<file path="src/rtl/aes_stream_arb.sv">
// ---------------------------------------------------------------------------
// aes_stream_arb
//
// Packet-level arbiter that merges the two AES result byte streams into the
// single byte stream feeding the UART transmit path.
//   channel 0 (s0_axis_*) : results from the invcipher path
//   channel 1 (s1_axis_*) : results from the cipher path (and others)
//
// A channel that wins arbitration keeps the grant until its tlast beat has
// been accepted. Bytes from different packets therefore never interleave.
// The merged stream passes through one output register stage.
//
// Configuration macro:
//   AES_ARB_RR_EN  defined     -> round-robin on a tie. The channel that did
//                                 not own the previous packet wins.
//                  not defined -> fixed priority. s0 wins every tie.
//                                 last_owner is still tracked but not used.
//
// Parameters:
//   CNT_W   width of the per-channel completed-packet counters
//   DATA_W  width of tdata (bytes for the UART path)
//
// Ports:
//   clk               single clock, rising edge
//   rst_n             synchronous active-low reset
//   s0_axis_tdata/tvalid/tlast (in), s0_axis_tready (out)   channel 0 slave
//   s1_axis_tdata/tvalid/tlast (in), s1_axis_tready (out)   channel 1 slave
//   m_axis_tdata/tvalid/tlast (out), m_axis_tready (in)     merged master
//   idle      high when no packet is locked and the output register is empty
//   grant     one-hot owner (bit0 = s0, bit1 = s1), 2'b00 while in IDLE
//   pkt_cnt0  saturating count of packets fully forwarded from s0
//   pkt_cnt1  saturating count of packets fully forwarded from s1
//   cnt_clr   synchronous clear of both counters (wins over an increment)
// ---------------------------------------------------------------------------
module aes_stream_arb #(
    parameter int CNT_W  = 16,
    parameter int DATA_W = 8
) (
    input  logic              clk,
    input  logic              rst_n,

    input  logic [DATA_W-1:0] s0_axis_tdata,
    input  logic              s0_axis_tvalid,
    input  logic              s0_axis_tlast,
    output logic              s0_axis_tready,

    input  logic [DATA_W-1:0] s1_axis_tdata,
    input  logic              s1_axis_tvalid,
    input  logic              s1_axis_tlast,
    output logic              s1_axis_tready,

    output logic [DATA_W-1:0] m_axis_tdata,
    output logic              m_axis_tvalid,
    output logic              m_axis_tlast,
    input  logic              m_axis_tready,

    output logic              idle,
    output logic [1:0]        grant,
    output logic [CNT_W-1:0]  pkt_cnt0,
    output logic [CNT_W-1:0]  pkt_cnt1,
    input  logic              cnt_clr
);

    typedef enum logic [1:0] {
        ST_IDLE = 2'd0,
        ST_ARB  = 2'd1,
        ST_LOCK = 2'd2
    } state_e;

    localparam logic [CNT_W-1:0] CntOne = CNT_W'(1);
    localparam logic [CNT_W-1:0] CntMax = {CNT_W{1'b1}};

    state_e state_q, state_d;

    // Owner encoding: 0 = s0, 1 = s1.
    logic owner_q, owner_d;
    logic lastOwner_q, lastOwner_d;

    logic              mValid_q;
    logic              mLast_q;
    logic [DATA_W-1:0] mData_q;

    logic [CNT_W-1:0]  cnt0_q;
    logic [CNT_W-1:0]  cnt1_q;

    logic              anyValid;
    logic              tieWinner;
    logic              arbPick;
    logic              ownerValid;
    logic              ownerLast;
    logic [DATA_W-1:0] ownerData;
    logic              ownerReady;
    logic              accept;
    logic              pktDone;

    // Tie-break selection. Only this assignment differs between the two
    // arbitration policies; everything else is shared.
`ifdef AES_ARB_RR_EN
    assign tieWinner = ~lastOwner_q;
`else
    assign tieWinner = 1'b0;
`endif

    // With a single requester that requester wins; a tie goes to tieWinner.
    assign anyValid = s0_axis_tvalid | s1_axis_tvalid;
    assign arbPick  = (s0_axis_tvalid & s1_axis_tvalid) ? tieWinner : s1_axis_tvalid;

    // Owner-side view of the input streams. The non-owner's data never
    // reaches the output register because every load is qualified by accept.
    assign ownerValid = owner_q ? s1_axis_tvalid : s0_axis_tvalid;
    assign ownerLast  = owner_q ? s1_axis_tlast  : s0_axis_tlast;
    assign ownerData  = owner_q ? s1_axis_tdata  : s0_axis_tdata;

    // The output register can take a beat when it is empty or draining this
    // cycle. This is the only combinational use of m_axis_tready.
    assign ownerReady = (state_q == ST_LOCK) && (!mValid_q || m_axis_tready);
    assign accept     = ownerValid && ownerReady;
    assign pktDone    = accept && ownerLast;

    // -----------------------------------------------------------------------
    // State register: FSM state, the registered owner decision and the
    // owner of the most recently completed packet.
    // -----------------------------------------------------------------------
    always_ff @(posedge clk) begin
        if (!rst_n) begin
            state_q     <= ST_IDLE;
            owner_q     <= 1'b0;
            lastOwner_q <= 1'b1;
        end else begin
            state_q     <= state_d;
            owner_q     <= owner_d;
            lastOwner_q <= lastOwner_d;
        end
    end

    // -----------------------------------------------------------------------
    // Next-state logic. The owner is captured on the IDLE->ARB transition
    // and held until the owner's tlast beat is accepted in LOCK.
    // -----------------------------------------------------------------------
    always_comb begin
        state_d     = state_q;
        owner_d     = owner_q;
        lastOwner_d = lastOwner_q;
        case (state_q)
            ST_IDLE: begin
                if (anyValid) begin
                    state_d = ST_ARB;
                    owner_d = arbPick;
                end
            end
            ST_ARB: begin
                state_d = ST_LOCK;
            end
            ST_LOCK: begin
                if (pktDone) begin
                    state_d     = ST_IDLE;
                    lastOwner_d = owner_q;
                end
            end
            default: begin
                state_d = ST_IDLE;
            end
        endcase
    end

    // -----------------------------------------------------------------------
    // Output decodes. grant and idle depend only on registered state, so no
    // input tvalid can reach them combinationally.
    // -----------------------------------------------------------------------
    always_comb begin
        s0_axis_tready = ownerReady && !owner_q;
        s1_axis_tready = ownerReady &&  owner_q;
        grant          = 2'b00;
        if (state_q != ST_IDLE) begin
            grant = owner_q ? 2'b10 : 2'b01;
        end
        idle = (state_q == ST_IDLE) && !mValid_q;
    end

    // -----------------------------------------------------------------------
    // Output register. A new beat overrides the drain in the same cycle.
    // When nothing is loaded, tdata/tlast keep their value, so they stay
    // stable during a stall.
    // -----------------------------------------------------------------------
    always_ff @(posedge clk) begin
        if (!rst_n) begin
            mValid_q <= 1'b0;
            mLast_q  <= 1'b0;
            mData_q  <= '0;
        end else if (accept) begin
            mValid_q <= 1'b1;
            mLast_q  <= ownerLast;
            mData_q  <= ownerData;
        end else if (m_axis_tready) begin
            mValid_q <= 1'b0;
        end
    end

    assign m_axis_tvalid = mValid_q;
    assign m_axis_tlast  = mLast_q;
    assign m_axis_tdata  = mData_q;

    // -----------------------------------------------------------------------
    // Completed-packet counters. A packet counts when its tlast beat enters
    // the output register. The counters saturate instead of wrapping, and a
    // clear wins over a simultaneous increment.
    // -----------------------------------------------------------------------
    always_ff @(posedge clk) begin
        if (!rst_n) begin
            cnt0_q <= '0;
            cnt1_q <= '0;
        end else if (cnt_clr) begin
            cnt0_q <= '0;
            cnt1_q <= '0;
        end else if (pktDone) begin
            if (!owner_q && (cnt0_q != CntMax)) begin
                cnt0_q <= cnt0_q + CntOne;
            end
            if (owner_q && (cnt1_q != CntMax)) begin
                cnt1_q <= cnt1_q + CntOne;
            end
        end
    end

    assign pkt_cnt0 = cnt0_q;
    assign pkt_cnt1 = cnt1_q;

endmodule

</file>
<file path="config.mk">
export PLATFORM = sky130hd
export DESIGN_NAME = aes_stream_arb
export DESIGN_NICKNAME = d
export VERILOG_FILES = /design/src/rtl/aes_stream_arb.sv
export SDC_FILE = /design/constraint.sdc
export NUM_CORES = 1
export LEC_CHECK = 0
export BUFFER_PORTS_ARGS = -buffer_cell sky130_fd_sc_hd__buf_2
export CAP_MARGIN = 25
export CORE_ASPECT_RATIO = 1.2
export CORE_MARGIN = 1.5
export CORE_UTILIZATION = 45
export CTS_CLUSTER_SIZE = 10
export DETAILED_ROUTE_END_ITERATION = 12
export PLACE_DENSITY = 0.72
export REMOVE_ABC_BUFFERS = 1
export SETUP_SLACK_MARGIN = 0.5
export SYNTH_ARGS = -nofsm -noshare
export SYNTH_HDL_FRONTEND = slang
export SYNTH_SLANG_ARGS = --single-unit
</file>
<file path="constraint.sdc">
create_clock -name clk -period 2.4 [get_ports clk]
set_input_delay 0.24 -clock clk [delete_from_list [all_inputs] [get_ports clk]]
set_output_delay 0.24 -clock clk [all_outputs]
set_load 0.01 [all_outputs]
</file>
Word level (Yosys, flattened, before mapping)
Cells that the tools add are included.
Word-level totals
  memories: 0
  flip-flop bits (word level): 45
  output and inout bits: 47
  bits in writable memories: 0
  ROM bits: 0
  latch bits: 0
  logic and storage cells: 48
Operators by class
  multiplexer cells: 11
  shift-type cells: 0
  equal/unequal tests: 6
  magnitude comparators: 0
  reductions and logical operators: 19
  add/sub/neg operators: 2
  divide/modulo/power cells: 0
  bitwise operators: 3
  multipliers: 0
Operators with widths (number)
  adder 16 x 1 -> 16 bit, second input constant: 2
  != test 16 bit, second input constant: 2
  logical AND 1 bit: 8
  two-way mux 2 bit: 4
  two-way mux 8 bit: 1
  AND reduction 2 bit: 4
  one-hot mux 2 bit (3 select lines): 1
  two-way mux 1 bit: 5
  != test 2 bit, second input constant: 2
  nonzero test 2 bit: 2
  == test 2 x 1 -> 1 bit, second input constant: 1
  == test 2 bit, second input constant: 1
  zero test 1 bit: 2
  zero test 2 bit: 1
  OR reduction 2 bit: 1
  AND 1 bit: 1
  logical OR 1 bit: 1
  NOT 1 bit: 1
  OR 1 bit: 1

Depth between registers and ports, before layout
  depth after elaboration: 7
  depth in mapped cells: 7
  depth with buffers taken out: 6

Least setup slack after synthesis
OpenSTA, ideal clock, no wires.
  kind: register -> register
  start: register cnt0_q[0], in the netlist pkt_cnt0[0]
  end: register cnt0_q[3], in the netlist pkt_cnt0[3]
  buffers on the path: 0
  stages on the path, launching flop included: 7
  period minus slack after synthesis: 1823 ps
  path slack: 577 ps
  setup time: 128 ps
  data arrival time: 1695 ps
  cells stage by stage: dfxtp_1 -> ha_1 -> nand4_1 -> nor4_2 -> nand3b_1 -> xor2_1 -> nor2_1
On the way
  cells in the longest elaborated chain, start to end: 3
  elaborated cells between the ends (all ways): 4
  those cells by class: add/sub (1); eq/ne (1); reduce/logical (2)
Ends and longest elaborated chain
  from (decl): line 83  | logic [CNT_W-1:0] cnt0_q;
  from (signal assigned): line 217  | cnt0_q <= cnt0_q + CntOne;
  branches (longest 3 deep; another with adder 16 x 1 -> 16 bit)
Parallel ways; which one is timed is not known.
A chain may end at the register's enable or synchronous reset.

Worst setup path in the final report
  start: register cnt0_q[2], in the netlist pkt_cnt0[2]
  end: register cnt0_q[14], in the netlist pkt_cnt0[14]
Same word-level chain as after synthesis.

==> results.md <==
- The proportion of netlist area held by the largest area contributor is 0.410.
- Across the routed clock network, the largest skew measured is 3.88 ps.
- Of the cells placed in the final design, the portion with a size suffix greater than 1 is 0.314.
- In the synthesized netlist the async set-or-reset flop fraction comes to 0.
- The number of maximum-capacitance violations is 0.
- The die boundary height is 79.6 µm.
- The startpoint identified for the worst register-to-register timing path is pkt_cnt0[2]$_SDFFE_PP0P_.
- The design draws 0.00137 W.
- The final hold violation count is 0.
- The wire length per cell is 12.4 µm.
- The count of pins on the block boundary is 71.
- Synthesis handed over a netlist of 250 instances.
- The number of buffers inserted during clock tree synthesis is 5.
- The effective utilization at floorplan is 0.475.
- The post-layout instance count excluding filler cells is 386.
- The via count of the first global-routing pass is 1824.
- The worst setup path is captured at a flip-flop.
- The fraction of met3 tracks used by global routing is 0.0564.
- The worst hold path endpoint is owner_q$_SDFFE_PN0P_.
- Among all stages on the critical path, the largest delay is contributed by sky130_fd_sc_hd__or3_4.
- Entering global routing, the biggest net connects 18 pins.
- Synthesis inferred 45 register bits.
- The register-to-register setup slack is 590 ps.
- STA classifies the critical path startpoint as a flip-flop.
- The data arrival time of the worst path is 2030 ps.
- The clock transition at the register clock pins on the worst setup and hold paths after CTS is 90 ps.
- The post-route setup TNS is 0 ps.
- The row count is 27.
- The origin of the worst min-delay path is s1_axis_tvalid.
- The fraction of the cycle the final worst path needs is 0.754.
- Along the worst path, the maximum fanout reaches 7.
- The total area inside the core boundary comes to 4630 µm².
- Global routing finished with a remaining overflow of 0.
- The overall die width is 66.8 µm.
- Traced cell by cell, the critical path runs through and4_1 > nand3_1 > or3_4 > or3_1 > a21oi_2.
- The delay contributed by the slowest stage of the critical path is 420 ps.
- For the finished layout, the period the worst path requires is 1810 ps.
- The number of input and output port buffers inserted is 70.
- The number of detailed-route iterations in the first pass is 4.
- The power density of the placed cells is 493 nW/µm².
- In the global route stage, met1 resource usage came out at 0.235.
- The path type of the worst min-delay path is input pin to flip-flop.
- The per-cell via count in the routed design is 5.27.
- The total number of H-tree levels is 2.
- The worst setup path category is flip-flop to flip-flop.
- Counting flops with a built-in enable in the synthesized netlist gives 0.
- The primary flip-flop cell chosen by synthesis mapping is sky130_fd_sc_hd__dfxtp_1.
- The synthesized netlist contains 39 unique library cells.
- For this run, the register share of the synthesized area comes to 0.410.
- Measured on the finished design, the core utilization comes to 0.602.
- The CTS tree is built.
- Static timing analysis puts the maximum clock frequency at 0.552 GHz.
- At the end of the flow, the number of nets in the layout was 353.
- The average footprint of a synthesized cell is 8.79 µm².
- In this run, placement finished with an instance count of 374.
- The area of all placed cells without fillers is 2780 µm².
- For the pin with the worst max-slew slack, the measured transition is 702 ps.
- The largest total area in the synthesized netlist belongs to sky130_fd_sc_hd__dfxtp_1.
- The number of inserted diodes is 0.
- The number of cells on the worst hold path is 3.
- For this design, the sink count on the clock tree is 45.
- The peak-usage layer in the global routing report is met2.
- Counting instances in the post-synthesis netlist gives the leading cell types as sky130_fd_sc_hd__dfxtp_1, sky130_fd_sc_hd__nor2_1, sky130_fd_sc_hd__nand2_1.
- The flow ran to the end, and the final reports show no timing, DRC or antenna violations.
- Measured in cells, the most critical reg-to-reg path has a length of 5.
- In the global route stage, met2 resource usage came out at 0.310.
- The total placed instance area is 2620 µm².
- The die covers 5320 µm².
- The final routed DRC violation total is 0.
- The warning count from the yosys run is 0.
- The mapped netlist covers 2200 µm².
- Setup violations remaining at the end of the flow were counted as 0.
- The area growth from synthesis to layout is 26.6%.
- The total of fill cells in the finished design is 402.
- The clock insertion delay at the later pin of the skew report is 290 ps.
- The relative max-transition margin is 0.532.
- The clock tree buffer depth is 2.
- The number of antenna violations at the first check in global routing is 0.
- Setup repair after global routing could not meet its margin everywhere.
- The first global-routing pass estimated 7.86 mm of wire.
- For this block, the initial DRC count from the detailed router was 113.
- The HPWL after detailed placement is 3.49 mm.
- The total number of vias is 2035.
- The final number of max-transition violations is 0.
- The endpoint identified for the worst register-to-register timing path is pkt_cnt0[14]$_SDFFE_PP0P_.
- The worst endpoint required time is 2620 ps.
- The final routed wirelength across all metal layers is 4.77 mm.
- Across every metal layer, demand over resource in global routing totals 0.188.
- Sorting the synthesized cells by area gives the leading types as sky130_fd_sc_hd__dfxtp_1, sky130_fd_sc_hd__xnor2_1, sky130_fd_sc_hd__nor2_1.
- Yosys instantiated no cell more often than sky130_fd_sc_hd__dfxtp_1.
- Routability-driven placement finished with a final weighted congestion of 0.813.
- The maximum ir drop on the vdd rail is 309 µV.
- Once detail routing completed, the nets flagged for antenna violations numbered 0.
- In this run the static leakage power is 1.17 nW.
- The buffer type at the clock tree root is sky130_fd_sc_hd__clkbuf_8.
==> critical path: cells and delay by family, from the launching register on <==
family | cells | cell delay, ps
AND/OR/NAND/NOR | 4 | 1200
flip-flops | 1 | 410
AO/OA/AOI/OAI | 1 | 130
==> metrics by stage <==
step	setup WS [ps]	hold WS, ps
2_1_floorplan	528	358
3_3_place_gp	583	466
3_5_place_dp	511	482
4_1_cts	524	214
5_1_grt	469	253
6_report	589	227
==> timing repair <==
item | CTS | global route
hold buffers | 0 | 0
setup endpoints to repair | 1 | 9
resized for setup | 1 | 9
pin swaps | 0 | 3
buffers inserted | 0 | 4
==> cell usage in the layout (no fill, tap or decap), types with 2 or more instances in the layout <==
master,n
sky130_fd_sc_hd__mux2i_1,9
sky130_fd_sc_hd__nor3_1,10
sky130_fd_sc_hd__nand3_1,7
sky130_fd_sc_hd__o211a_1,8
sky130_fd_sc_hd__clkinvlp_4,2
sky130_fd_sc_hd__nor3b_1,2
sky130_fd_sc_hd__a21oi_1,6
sky130_fd_sc_hd__and3_1,5
sky130_fd_sc_hd__and4_1,5
sky130_fd_sc_hd__xor2_1,5
sky130_fd_sc_hd__nor4_1,6
sky130_fd_sc_hd__dfxtp_2,2
sky130_fd_sc_hd__nor4_2,4
sky130_fd_sc_hd__xnor2_1,21
sky130_fd_sc_hd__inv_1,2
sky130_fd_sc_hd__nand2b_1,2
sky130_fd_sc_hd__nand2_1,22
sky130_fd_sc_hd__buf_2,70
sky130_fd_sc_hd__buf_4,10
sky130_fd_sc_hd__nand4_1,11
sky130_fd_sc_hd__o21ai_0,7
sky130_fd_sc_hd__nor2b_1,4
sky130_fd_sc_hd__nor2_1,35
sky130_fd_sc_hd__clkbuf_8,5
sky130_fd_sc_hd__dfxtp_1,43
sky130_fd_sc_hd__or3_1,5
==> final cells by class <==
cell class / instances / area [µm²] / area share
clock buffers: 6 / 72.6 / 0.0261
repair buffers: 80 / 425 / 0.153
well taps: 58 / 72.6 / 0.0261
flip-flops and latches: 45 / 903 / 0.324
clock inverters: 2 / 15.0 / 0.00539
multi-input cells: 193 / 1290 / 0.462
inverters: 2 / 7.51 / 0.00270
==> sequential cells by signal, indices dropped and copies added, names as in the netlist <==
| register | cells |
|---|---|
| state_q | 2 |
| owner_q | 1 |
| pkt_cnt1 | 16 |
| pkt_cnt0 | 16 |
| m_axis_tlast | 1 |
| m_axis_tvalid | 1 |
| m_axis_tdata | 8 |
==> per-layer routing <==
metal,vias up,wire (µm)
met4,0,66
met2,61,2260
met3,8,306
met1,922,2150
met5,-,0
li1,1044,-
==> logic make-up after synthesis <==
| family | count (synthesis) | synth area share |
|---|---|---|
| muxes | 9 | 0.0410 |
| DFF | 45 | 0.410 |
| and+or+nand+nor | 130 | 0.327 |
| AOI/OAI and AO/OA | 26 | 0.0814 |
| xor gates and xnor gates | 26 | 0.104 |
| buffers and inverters | 12 | 0.0256 |
| adders and majority gates | 2 | 0.0114 |
==> worst max-delay path by stage <==
stage,start,to
2_1_floorplan,state_q[1]$_SDFFE_PN0P_,pkt_cnt0[14]$_SDFFE_PP0P_
3_3_place_gp,pkt_cnt0[0]$_SDFFE_PP0P_,pkt_cnt0[0]$_SDFFE_PP0P_
3_5_place_dp,pkt_cnt0[0]$_SDFFE_PP0P_,pkt_cnt0[0]$_SDFFE_PP0P_
4_1_cts,pkt_cnt0[0]$_SDFFE_PP0P_,pkt_cnt0[14]$_SDFFE_PP0P_
5_1_grt,pkt_cnt0[2]$_SDFFE_PP0P_,pkt_cnt0[14]$_SDFFE_PP0P_
6_report,pkt_cnt0[2]$_SDFFE_PP0P_,pkt_cnt0[14]$_SDFFE_PP0P_
==> power breakdown <==
part           internal, W  switching [W]
sequential        0.000761      0.0000123
clock             0.000205       0.000261
combinational    0.0000623      0.0000708
Power figures use the tool's default switching activity.
